===== src/rtl/noc_axi4_bridge_define.vh =====
// AXI4 field widths shared by the NoC bridge blocks.
`ifndef NOC_AXI4_BRIDGE_DEFINE_VH
`define NOC_AXI4_BRIDGE_DEFINE_VH

`define AXI4_ID_WIDTH    4
`define AXI4_ADDR_WIDTH  32
`define AXI4_LEN_WIDTH   8
`define AXI4_SIZE_WIDTH  3
`define AXI4_BURST_WIDTH 2
`define AXI4_DATA_WIDTH  64
`define AXI4_RESP_WIDTH  2

`endif


===== src/rtl/axi4_util_pkg.sv =====
// Shared AXI4 helpers: field widths, burst-type encodings and the read splitter FSM states.
`include "noc_axi4_bridge_define.vh"

package axi4_util_pkg;

  localparam int unsigned IdW    = `AXI4_ID_WIDTH;
  localparam int unsigned AddrW  = `AXI4_ADDR_WIDTH;
  localparam int unsigned LenW   = `AXI4_LEN_WIDTH;
  localparam int unsigned SizeW  = `AXI4_SIZE_WIDTH;
  localparam int unsigned BurstW = `AXI4_BURST_WIDTH;
  localparam int unsigned DataW  = `AXI4_DATA_WIDTH;
  localparam int unsigned RespW  = `AXI4_RESP_WIDTH;

  localparam logic [BurstW-1:0] BurstFixed = BurstW'(0);
  localparam logic [BurstW-1:0] BurstIncr  = BurstW'(1);
  localparam logic [BurstW-1:0] BurstWrap  = BurstW'(2);

  typedef enum logic [1:0] {
    StIdle,
    StIssue,
    StData
  } rd_state_e;

endpackage


===== src/rtl/axi4_burst_calc.sv =====
// Combinational child-burst length and post-child address for the read splitter.
module axi4_burst_calc
  import axi4_util_pkg::*;
#(
  parameter int unsigned MAX_BEATS = 16
) (
  input  logic [8:0]        remaining,
  input  logic [AddrW-1:0]  cur_addr,
  input  logic [SizeW-1:0]  size,
  input  logic [BurstW-1:0] burst,
  output logic [8:0]        child_beats,
  output logic [LenW-1:0]   child_len,
  output logic [AddrW-1:0]  next_addr
);

  localparam logic [8:0] MaxBeats = 9'(MAX_BEATS);

  logic [8:0] len_m1;

  always_comb begin
    // Only INCR bursts may be cut; FIXED/WRAP go out whole.
    child_beats = remaining;
    if (burst == BurstIncr && remaining > MaxBeats) begin
      child_beats = MaxBeats;
    end
    len_m1    = child_beats - 9'd1;
    child_len = len_m1[LenW-1:0];
    next_addr = cur_addr + (AddrW'(child_beats) << size);
  end

endmodule


===== src/rtl/axi4_rd_splitter.sv =====
// Splits long upstream INCR read bursts into downstream bursts of at most MAX_BEATS beats,
// with a zero-latency combinational R path and rlast masked on all but the final child.
module axi4_rd_splitter
  import axi4_util_pkg::*;
#(
  parameter int unsigned MAX_BEATS = 16
) (
  input  logic              clk,
  input  logic              rst_n,
  input  logic [IdW-1:0]    s_arid,
  input  logic [AddrW-1:0]  s_araddr,
  input  logic [LenW-1:0]   s_arlen,
  input  logic [SizeW-1:0]  s_arsize,
  input  logic [BurstW-1:0] s_arburst,
  input  logic              s_arvalid,
  output logic              s_arready,
  output logic [IdW-1:0]    s_rid,
  output logic [DataW-1:0]  s_rdata,
  output logic [RespW-1:0]  s_rresp,
  output logic              s_rlast,
  output logic              s_rvalid,
  input  logic              s_rready,
  output logic [IdW-1:0]    m_arid,
  output logic [AddrW-1:0]  m_araddr,
  output logic [LenW-1:0]   m_arlen,
  output logic [SizeW-1:0]  m_arsize,
  output logic [BurstW-1:0] m_arburst,
  output logic              m_arvalid,
  input  logic              m_arready,
  input  logic [IdW-1:0]    m_rid,
  input  logic [DataW-1:0]  m_rdata,
  input  logic [RespW-1:0]  m_rresp,
  input  logic              m_rlast,
  input  logic              m_rvalid,
  output logic              m_rready
);

  rd_state_e         state_q, state_d;
  logic [IdW-1:0]    id_q;
  logic [AddrW-1:0]  addr_q;
  logic [SizeW-1:0]  size_q;
  logic [BurstW-1:0] burst_q;
  logic [8:0]        rem_q;

  logic [8:0]        child_beats;
  logic [LenW-1:0]   child_len;
  logic [AddrW-1:0]  next_addr;
  logic              last_child;
  logic              ar_fire;
  logic              child_done;

  axi4_burst_calc #(
    .MAX_BEATS (MAX_BEATS)
  ) u_burst_calc (
    .remaining   (rem_q),
    .cur_addr    (addr_q),
    .size        (size_q),
    .burst       (burst_q),
    .child_beats (child_beats),
    .child_len   (child_len),
    .next_addr   (next_addr)
  );

  assign last_child = (rem_q == child_beats);

  assign m_arid    = id_q;
  assign m_araddr  = addr_q;
  assign m_arlen   = child_len;
  assign m_arsize  = size_q;
  assign m_arburst = burst_q;

  assign s_rid   = m_rid;
  assign s_rdata = m_rdata;
  assign s_rresp = m_rresp;

  always_comb begin
    state_d    = state_q;
    s_arready  = 1'b0;
    m_arvalid  = 1'b0;
    s_rvalid   = 1'b0;
    m_rready   = 1'b0;
    s_rlast    = 1'b0;
    ar_fire    = 1'b0;
    child_done = 1'b0;
    unique case (state_q)
      StIdle: begin
        s_arready = 1'b1;
        if (s_arvalid) begin
          ar_fire = 1'b1;
          state_d = StIssue;
        end
      end
      StIssue: begin
        m_arvalid = 1'b1;
        if (m_arready) state_d = StData;
      end
      StData: begin
        s_rvalid = m_rvalid;
        m_rready = s_rready;
        s_rlast  = m_rlast & last_child;
        if (m_rvalid && s_rready && m_rlast) begin
          child_done = 1'b1;
          state_d    = last_child ? StIdle : StIssue;
        end
      end
      default: state_d = StIdle;
    endcase
    // Keep every handshake quiet while reset is asserted, before the state register clears.
    if (!rst_n) begin
      s_arready  = 1'b0;
      m_arvalid  = 1'b0;
      s_rvalid   = 1'b0;
      m_rready   = 1'b0;
      s_rlast    = 1'b0;
      ar_fire    = 1'b0;
      child_done = 1'b0;
    end
  end

  always_ff @(posedge clk) begin
    if (!rst_n) begin
      state_q <= StIdle;
      id_q    <= '0;
      addr_q  <= '0;
      size_q  <= '0;
      burst_q <= '0;
      rem_q   <= '0;
    end else begin
      state_q <= state_d;
      if (ar_fire) begin
        id_q    <= s_arid;
        addr_q  <= s_araddr;
        size_q  <= s_arsize;
        burst_q <= s_arburst;
        rem_q   <= {1'b0, s_arlen} + 9'd1;
      end else if (child_done) begin
        rem_q  <= rem_q - child_beats;
        addr_q <= next_addr;
      end
    end
  end

endmodule


===== config.mk =====
export PLATFORM = sky130hd
export DESIGN_NAME = axi4_rd_splitter
export DESIGN_NICKNAME = d
export VERILOG_FILES = /design/src/rtl/axi4_util_pkg.sv /design/src/rtl/axi4_burst_calc.sv /design/src/rtl/axi4_rd_splitter.sv
export VERILOG_INCLUDE_DIRS = /design/src /design/src/rtl
export SDC_FILE = /design/constraint.sdc
export NUM_CORES = 1
export LEC_CHECK = 0
export CELL_PAD_IN_SITES_DETAIL_PLACEMENT = 1
export CELL_PAD_IN_SITES_GLOBAL_PLACEMENT = 2
export CORE_ASPECT_RATIO = 1.5
export CORE_MARGIN = 2
export CORE_UTILIZATION = 18
export DETAILED_ROUTE_END_ITERATION = 8
export PLACE_DENSITY_LB_ADDON = 0.1
export RECOVER_POWER = 25
export SYNTH_ARGS = -nofsm -noshare
export SYNTH_HDL_FRONTEND = slang
export SYNTH_SLANG_ARGS = --single-unit

===== constraint.sdc =====
create_clock -name clk -period 3.94 [get_ports clk]
set_input_delay 0.788 -clock clk [delete_from_list [all_inputs] [get_ports clk]]
set_output_delay 0.788 -clock clk [all_outputs]
set_load 0.02 [all_outputs]

==> impl_results.md <==
- Status: complete, no violations
- Largest net degree at the start of global routing: 48
- IO Port Bufs: 109
- Critical path class: reg -> out
- Die Y: 200.7 µm
- Clk Latency, worst-skew pair: a little over 300 ps
- Min-Delay Path Class: reg -> reg
- Layout cells sized above 1: 0.08209
- Pleak: 2.167 nW
- Gr usage total: 0.1443
- Clock root buffer: clkbuf_16
- Post-synthesis sequential area ratio: 0.2243
- RePlAce Congestion: 0.8236
- Hold Crit Endpoint: m_arid[0]
- Place WS: 92.73 ps
- Syn-to-layout area delta: 26.53%
- Antenna cell count: 0
- Final core utilization: 0.2295
- Clock Path Buffers: 2
- Clock Skews: 9.719 ps
- Yosys reg bits: 52
- Final Setup Violations: 0
- Antenna viol nets, final: 0
- Hold WS: 467.1 ps
- Multi-input logic area: between 2000 and 3000 µm²
- Asr flop ratio synth: 0
- 1st-iter DRT viols: approximately 190
- Cell variety after synth: 73
- Syn nets: 781
- Sequential power share: 0.345
- Most area-consuming cells after synthesis: dfxtp_1 (22%), buf_4 (11%), nand2_1 (6.4%)
- Core area: 25580 µm²
- Post-synth top flop: dfxtp_1
- Relative slew slack: 0.5485
- Hold_sp: m_arid[0]
- Post-synth top area cell: dfxtp_1
- Switching share of power: 0.3632
- RR Startpoint: rem_q[8]
- Syn avg cell area: 7.308 µm²
- Initial Util: 0.1814
- TritonRoute pass-1 iters: 4
- Reg2reg end: m_araddr[13]
- Setup bufs post-CTS: 0
- CTS sink count: 52
- Initial antenna violation count: 0
- Post-Synthesis Cells: 635
- Tcrit/Tclk final: 0.9420
- Fmax: around 270 MHz
- MaxCap Viol Count: 0
- Power Dens Cells: approximately 320 nW/µm²
- Crit start category: flip-flop
- Vias in the first global route: 5167
- Nets: 815
- Overall Power: 1.862 mW
- Worst setup slack after layout: 228.6 ps
- Clk slew on worst S/H paths: 80 ps
- Crit-path max FO: 11
- I/O Pins: 250
- H-Tree Depth: 2
- Commonest non-fill, non-tap cell in the layout: clkdlybuf4s50_1
- DRT Wirelength: 19.45 mm
- Most frequent cells in the layout: clkdlybuf4s50_1 (108), nand2_1 (79), dfxtp_1 (52)
- Slew Viols, Final: 0
- Register area: 1041 µm²
- DRC violations left: 0
- Die Wd: 135.1 µm
- Post-DP HPWL: ~15 mm
- RSZ-0062 raised after global routing: no
- CTS tree: built
- Worst EP arrival: just under 3000 ps
- Site Rows: 72
- Post-synth EDFFs: 0
- CTS buffer count: 5
- Switch Pwr: 0.6762 mW
- Mapped cell area: 4641 µm²
- Crit. End Element: output pin
- Hold depth: 2
- Share of the synthesized area in the top cell type: 0.2243
- First-pass GRT wire length: 30.02 mm
- WL/cell: 19.40 µm
- Via count: roughly 4800
- WP data required: 3150 ps
- Worst r2r path cells: 14
- Die area: 27110 µm²
- YS warnings: 0
- Flop2flop setup slack: 300 ps
- Grt total ovfl: 0
- Clock Power Share: 0.288
- Setup tns final: 0 ps
- Power share of the combinational group: 0.367
- Final Hold Fails: 0
- Worst slew pin tran: ~680 ps
- Peak supply drop: roughly 0.00015 V
- Min Tclk post-route: approximately 3700 ps
- Int Power: around 1.2 mW
- Vias/cell: 4.751
- Fillers: 3131
-- sequential cells by signal, indices dropped and copies added (netlist names) --
register	cells
rem_q	9
m_araddr	32
state_q	2
m_arburst	2
m_arid	4
m_arsize	3
-- stage by stage --
step	std cells	area [µm²]
floorplan	635	4641
global placement	995	5673
detailed placement	995	5673
CTS	1003	5837
global route	1003	5872
finish	1003	5872
-- worst max path at each step --
stage             start           end  slack (ps)  depth (start not counted)
2_1_floorplan  rem_q[6]  m_araddr[22]         290                         16
3_3_place_gp   rem_q[0]  m_araddr[22]          60                         13
3_5_place_dp   rem_q[0]  m_araddr[20]          90                         13
4_1_cts        rem_q[0]  m_araddr[16]          40                         13
5_1_grt        rem_q[8]  m_araddr[15]          30                         13
6_report       rem_q[8]    m_arlen[6]         230                         10
-- cells in the mapped netlist, types with 9 or more instances --
master    instances
nand2_1          79
ha_1             19
a21oi_1          39
o221ai_1         14
nand3_1          36
nor2_1           34
dfxtp_1          52
nor3_1           14
and3_1           15
a31oi_1          16
xnor2_1          12
nor4_1            9
inv_1            15
buf_4            70
o21ai_0          40
clkbuf_1         34
-- power groups by stage --
stage          Clock [mW]  Combinational, mW  Sequential [mW]
3_3_place_gp            0              0.686            0.655
4_1_cts             0.563              0.693            0.643
6_report            0.536              0.683            0.643
5_1_grt             0.581              0.750            0.653
3_5_place_dp            0              0.690            0.654
2_1_floorplan           0              0.438            0.679
-- metal layers --
metal | track usage | vias up | wire length, µm
met5 | 0 | - | 0
li1 | - | 2314 | -
met3 | 0.02601 | 28 | 790
met1 | 0.1596 | 2305 | 7831
met4 | 0.04464 | 0 | 308
met2 | 0.2741 | 118 | 10520
-- final cells by class --
type / instances / share of cell area
Clock buffer: 6 / 0.02195
Clock inverter: 2 / 0.005966
Inverter: 15 / 0.009589
Multi-Input combinational cell: 456 / 0.4909
Sequential cell: 52 / 0.1773
Tap cell: 333 / 0.07096
Timing Repair Buffer: 139 / 0.2233
-- logic make-up after synthesis --
| kind of cell | share of synthesized area |
|---|---|
| XOR/XNOR | 0.03586 |
| multiplexers | 0.02454 |
| AND/OR/NAND/NOR | 0.2513 |
| buffers and inverters | 0.1623 |
| adder cells (fa/ha/maj) | 0.05554 |
| flip-flops | 0.2243 |
| other | 0.0008081 |
| AO/OA/AOI/OAI | 0.2454 |
-- worst max-delay path, stage by stage (launching register included) --
cell and delay [ps]:
dfxtp_1 380, nor4_4 360, buf_4 180, a21o_1 200
buf_4 240, nand2_1 110, ha_1 270, nand3_1 100
xor2_1 60, nor2_1 90, clkdlybuf4s50_1 610
-- timing repair --
| action | in CTS | in global routing |
|---|---|---|
| setup endpoints to repair | 0 | 20 |
| resized for setup | 0 | 6 |
| hold buffers | 0 | 0 |
Power figures use the tool's default switching activity.
